===== config.mk =====
export PLATFORM = sky130hd
export DESIGN_NAME = pipe_hazard_ctrl
export DESIGN_NICKNAME = d
export VERILOG_FILES = /design/src/rtl/pipe_ctrl_pkg.sv /design/src/rtl/haz_mul_timer.sv /design/src/rtl/pipe_hazard_ctrl.sv
export SDC_FILE = /design/constraint.sdc
export NUM_CORES = 1
export LEC_CHECK = 0
export ABC_AREA = 1
export CORE_MARGIN = 8
export CORE_UTILIZATION = 37
export CTS_BUF_LIST = sky130_fd_sc_hd__clkbuf_16
export CTS_CLUSTER_DIAMETER = 30
export DETAILED_ROUTE_END_ITERATION = 6
export MAX_ROUTING_LAYER = met4
export PLACE_DENSITY = 0.77
export SLEW_MARGIN = 40
export SYNTH_ARGS = -nofsm -noshare
export SYNTH_HDL_FRONTEND = slang
export SYNTH_SLANG_ARGS = --single-unit

===== constraint.sdc =====
create_clock -name clk -period 1.7 [get_ports clk]
set_clock_uncertainty 0.15 [all_clocks]
set_input_delay 0.17 -clock clk [delete_from_list [all_inputs] [get_ports clk]]
set_output_delay 0.17 -clock clk [all_outputs]
set_load 0.02 [all_outputs]

===== src/rtl/pipe_ctrl_pkg.sv =====
// Shared definitions for the pipeline stall/flush controller.
// Contents: multiply-timer state encoding, default widths/latency and the x0 register index.
package pipe_ctrl_pkg;

  // Multiply timer states: StRun = 1'b0, StMulWait = 1'b1.
  typedef enum logic {
    StRun     = 1'b0,
    StMulWait = 1'b1
  } mul_state_e;

  localparam int unsigned REG_ADDR_W_DEF = 5;
  localparam int unsigned MUL_LAT_DEF    = 2;
  localparam int unsigned CNT_W_DEF      = 4;

  // Index of the hard-wired zero register.
  localparam int unsigned X0_IDX = 0;

endpackage


===== src/rtl/haz_mul_timer.sv =====
// Multiply residency timer for the EX stage.
// Owns the only controller state: the RUN/MUL_WAIT state and the countdown counter.
// Ports:
//   clk, arst_n  - clock, asynchronous active-low reset
//   idex_mul     - instruction in EX is a multiply
//   redirect     - branch/jump redirect in MEM; aborts any multiply in flight
//   mul_stall    - hold PC/IF/ID/ID-EX and bubble EX/MEM this cycle
//   mul_release  - final multiply cycle; result is captured into EX/MEM
module haz_mul_timer
  import pipe_ctrl_pkg::*;
#(
  parameter int unsigned MUL_LAT = MUL_LAT_DEF,
  parameter int unsigned CNT_W   = CNT_W_DEF
) (
  input  logic clk,
  input  logic arst_n,
  input  logic idex_mul,
  input  logic redirect,
  output logic mul_stall,
  output logic mul_release
);

  // Entry cycle plus LoadVal+1 wait cycles gives exactly MUL_LAT cycles in EX.
  localparam bit          MulStalls = (MUL_LAT > 1);
  localparam int unsigned LoadInt   = (MUL_LAT > 1) ? (MUL_LAT - 2) : 0;
  localparam logic [CNT_W-1:0] LoadVal = LoadInt[CNT_W-1:0];

  mul_state_e       state_q, state_d;
  logic [CNT_W-1:0] cnt_q, cnt_d;

  always_comb begin
    state_d     = state_q;
    cnt_d       = cnt_q;
    mul_stall   = 1'b0;
    mul_release = 1'b0;
    if (redirect) begin
      // The multiply is younger than the branch, so it is simply dropped.
      state_d = StRun;
      cnt_d   = '0;
    end else begin
      case (state_q)
        StRun: begin
          if (idex_mul && MulStalls) begin
            mul_stall = 1'b1;
            state_d   = StMulWait;
            cnt_d     = LoadVal;
          end
        end
        StMulWait: begin
          if (cnt_q != '0) begin
            mul_stall = 1'b1;
            cnt_d     = cnt_q - 1'b1;
          end else begin
            mul_release = 1'b1;
            state_d     = StRun;
          end
        end
        default: begin
          state_d = StRun;
          cnt_d   = '0;
        end
      endcase
    end
  end

  always_ff @(posedge clk or negedge arst_n) begin
    if (!arst_n) begin
      state_q <= StRun;
      cnt_q   <= '0;
    end else begin
      state_q <= state_d;
      cnt_q   <= cnt_d;
    end
  end

endmodule


===== src/rtl/pipe_hazard_ctrl.sv =====
// Central stall/flush controller for the 5-stage pipeline.
// Drives enables and synchronous flushes of PC, IF/ID, ID/EX, EX/MEM and MEM/WB.
// Priority: redirect > multiply > load-use. Outputs are combinational from the
// timer state and the current hazard inputs; all outputs are 0 while arst_n=0.
// Ports:
//   clk, arst_n                      - clock, asynchronous active-low reset
//   id_valid/id_rs1/id_rs2/id_use_*  - instruction in ID and its source usage
//   idex_memread/idex_rd/idex_mul    - instruction in EX
//   exmem_redirect                   - taken branch or jump resolved in MEM
//   *_en, *_flush                    - pipeline register controls
//   mul_busy                         - multiply stall in progress
// Build option: define HAZ_PERF_CNT_EN to add the stall_cycles and flush_events
// saturating performance counters.
module pipe_hazard_ctrl
  import pipe_ctrl_pkg::*;
#(
  parameter int unsigned MUL_LAT    = MUL_LAT_DEF,
  parameter int unsigned REG_ADDR_W = REG_ADDR_W_DEF,
  parameter int unsigned CNT_W      = CNT_W_DEF
) (
  input  logic                  clk,
  input  logic                  arst_n,
  input  logic                  id_valid,
  input  logic [REG_ADDR_W-1:0] id_rs1,
  input  logic [REG_ADDR_W-1:0] id_rs2,
  input  logic                  id_use_rs1,
  input  logic                  id_use_rs2,
  input  logic                  idex_memread,
  input  logic [REG_ADDR_W-1:0] idex_rd,
  input  logic                  idex_mul,
  input  logic                  exmem_redirect,
  output logic                  pc_en,
  output logic                  ifid_en,
  output logic                  idex_en,
  output logic                  exmem_en,
  output logic                  memwb_en,
  output logic                  ifid_flush,
  output logic                  idex_flush,
  output logic                  exmem_flush,
  output logic                  mul_busy
`ifdef HAZ_PERF_CNT_EN
  ,
  output logic [31:0]           stall_cycles,
  output logic [31:0]           flush_events
`endif
);

  localparam logic [REG_ADDR_W-1:0] X0 = X0_IDX[REG_ADDR_W-1:0];

  logic mul_stall, mul_release;
  logic lu_hit, lu_stall;

  haz_mul_timer #(
    .MUL_LAT (MUL_LAT),
    .CNT_W   (CNT_W)
  ) u_mul_timer (
    .clk         (clk),
    .arst_n      (arst_n),
    .idex_mul    (idex_mul),
    .redirect    (exmem_redirect),
    .mul_stall   (mul_stall),
    .mul_release (mul_release)
  );

  always_comb begin
    lu_hit = id_valid && idex_memread && (idex_rd != X0) &&
             ((id_use_rs1 && (id_rs1 == idex_rd)) || (id_use_rs2 && (id_rs2 == idex_rd)));
    // Load-use only in RUN with nothing of higher priority; a multiply flag in EX wins even
    // when the multiply itself needs no stall.
    lu_stall = lu_hit && !exmem_redirect && !idex_mul && !mul_stall && !mul_release;

    pc_en       = arst_n && !mul_stall && !lu_stall;
    ifid_en     = arst_n && !mul_stall && !lu_stall;
    idex_en     = arst_n && !mul_stall;
    exmem_en    = arst_n;
    memwb_en    = arst_n;
    ifid_flush  = arst_n && exmem_redirect;
    idex_flush  = arst_n && (exmem_redirect || lu_stall);
    exmem_flush = arst_n && (exmem_redirect || mul_stall);
    mul_busy    = arst_n && mul_stall;
  end

`ifdef HAZ_PERF_CNT_EN
  always_ff @(posedge clk or negedge arst_n) begin
    if (!arst_n) begin
      stall_cycles <= '0;
      flush_events <= '0;
    end else begin
      if (!pc_en && (stall_cycles != '1)) begin
        stall_cycles <= stall_cycles + 32'd1;
      end
      if (exmem_redirect && (flush_events != '1)) begin
        flush_events <= flush_events + 32'd1;
      end
    end
  end
`endif

endmodule


==> metrics.txt <==
Worst Hold Class=in2async; largest area contributor in the netlist=dfrtp_1; Place WS=-0.507 ns; gr ovfl total=0; GRT Total Usage=13.7%; setup violators final=5; number of H-tree levels=1; Worst Path Required=1.38 ns; Sequential cell area=125 um2; number of global-route vias before repair=767; CTS root buf=clkbuf_16; initial antenna violation count=0; Non-Filler Instances=163; Worst-Margin Slew=0.254 ns; Detail Route Antenna Nets=0; die width=54.8 um; worst vdd ir=1210 uV; CP Class=reg2out; Max Slew Vio Count=0; Buffers on Ports=31; final count of hold timing violations=0; drt first pass iters=4; worst skew pair latency=0.22 ns; Clock Tree Buf Depth=2; Worst-path clk slew=0.03 ns; PwrDens=712 nW/um2; Critical Path Source Type=flop; max_cap viols=0; maximum fanout along the worst path=2; Routed WL=1.94 mm; Inserted Clock Buffers=3; final worst path period need=1.80 ns; RSZ-0062 raised after global routing=true; Netlist cell types=19; Gate Count Post-Synth=96; TritonCTS clock tree=yes; CTS Sinks=5; #FFs+latches synth=5; Synth Net Count=121; violated checks=setup timing; DPL Wire Length=1.46 mm; Peak Freq=557 MHz; first-pass GRT wire length=2.93 mm; Synth top area share=22.4%; Synth warnings=0; post-route setup slack=-0.0964 ns; Vias per Instance=4.71; multi-input logic area=372 um2; static leakage=0.669 nW; Setup TNS=-0.238 ns; io pins=32; share of layout cells above drive strength 1=32.0%; Critical Path AT=1.48 ns; initial drt markers=20; drt drc=0; Area Growth Syn to Fin=105%; DIE AREA=3010 um2; filler instances=105; die height=54.8 um; Site Rows=14; gpl congestion=0.889; placed cell count=155; Antenna diodes=0; status=finished, violations left; core region area=1450 um2; Mapped Area=558 um2; largest net degree at the start of global routing=8; vias=767; WL/cell=11.9 um; CP endpoint kind=output port; fin util=78.8%; Initial Util=38.4%; fin nets=173; sequential share of the synthesized area=22.4%; relative slew slack=83.0%; Synth Area per Inst=5.81 um2; dominant cells by area after synthesis=dfrtp_1 (22%), nand2_1 (22%), inv_1 (14%), nor2_1 (6.7%), nand3_1 (5.4%); Final Cycle Share=106%
-- per-layer routing --
metal  GRT usage, %  routed length [um]
met5              -                   0
met4           10.2                  30
met3           2.72                 134
met2           23.8                1060
met1           13.1                 719
-- timing repair --
item	4_1_cts	5_1_grt
gates cloned	0	0
gates resized for setup	40	19
pin swaps	3	5
hold buffers	0	0
setup endpoints to repair	9	6
buffers inserted	3	1
-- registers in the layout, summed over array words and instances, names as in the netlist --
register             flops
u_mul_timer.cnt_q        4
u_mul_timer.state_q      1
-- metrics by stage --
step	power, W	area (um2)	hold WS, ns
CTS	0.000803	1080	0.212
global route	0.000855	1150	0.337
finish	0.000816	1150	0.282
floorplan	0.000264	566	-0.276
global placement	0.000402	986	0.459
detailed placement	0.000411	986	0.451
-- worst max-delay path, cell delays in order, from the launching register on --
cell,delay (ns)
dfrtp_1,0.36
inv_2,0.08
ha_4,0.12
nand4_1,0.10
nand2_2,0.13
nor2_4,0.04
inv_2,0.08
nand2_4,0.06
a21oi_4,0.14
buf_6,0.14
-- kinds of logic (layout without fill, tap and decap cells) --
group | after synthesis | in the layout | share of synthesized area (%)
buf+inv | 25 | 76 | 18.8
xor+xnor | 2 | 2 | 3.14
compound gates | 7 | 7 | 8.30
simple gates | 55 | 55 | 42.8
fa+ha+maj | 2 | 2 | 4.48
flops | 5 | 5 | 22.4
-- synth_stat cells --
library cell,count
ha_1,2
buf_4,3
nand2_2,3
a21oi_2,1
nand4_1,2
inv_1,21
nand3_1,6
nand2_1,32
xnor2_1,1
o21a_2,1
a21oi_1,1
nor2_4,1
o22ai_1,3
o21ai_1,1
nor2_1,10
xor2_1,1
or2_4,1
inv_2,1
dfrtp_1,5
-- worst paths after layout --
check                           slack, ns  cells after the start                  from                    to
worst max-delay path                 -0.1                      9  u_mul_timer.cnt_q[1]                 pc_en
worst min-delay path                 0.28                      2                arst_n   u_mul_timer.state_q
worst max register to register       0.12                      9  u_mul_timer.cnt_q[1]  u_mul_timer.cnt_q[1]
worst min register to register       0.49                      3   u_mul_timer.state_q  u_mul_timer.cnt_q[0]
max in group asynchronous            1.01                      2                arst_n  u_mul_timer.cnt_q[2]
min in group clk                     0.49                      3   u_mul_timer.state_q  u_mul_timer.cnt_q[0]
-- cell usage in the layout (no fill, tap or decap), types with 2 or more instances in the layout --
master	Yosys	final
nand2_1	32	32
buf_4	3	19
inv_1	21	17
clkdlybuf4s50_1	0	16
inv_2	1	6
nor2_1	10	6
nand3_1	6	6
buf_6	0	6
dlymetal6s2s_1	0	5
dfrtp_1	5	5
dlygate4sd2_1	0	4
nor2_2	0	3
o22ai_1	3	3
clkbuf_16	0	3
nand4_1	2	2
nand2_2	3	2
nor2_4	1	2
-- power breakdown --
part	switching [W]	internal (W)	total, W	leakage [nW]
clock network	0.0000697	0.000304	0.000374	0.0423
registers	0.00000528	0.000130	0.000136	0.0676
logic	0.000144	0.000163	0.000307	0.559
-- final cells by class --
cell class                      count  area share [%]
Multi-Input combinational cell     66            32.4
Inverter                           22            7.21
Clock inverter                      1           0.328
Sequential cell                     5            10.9
Timing Repair Buffer               50            40.8
Tap cell                           16            1.75
Clock buffer                        3            6.55
Power figures use the tool's default switching activity.
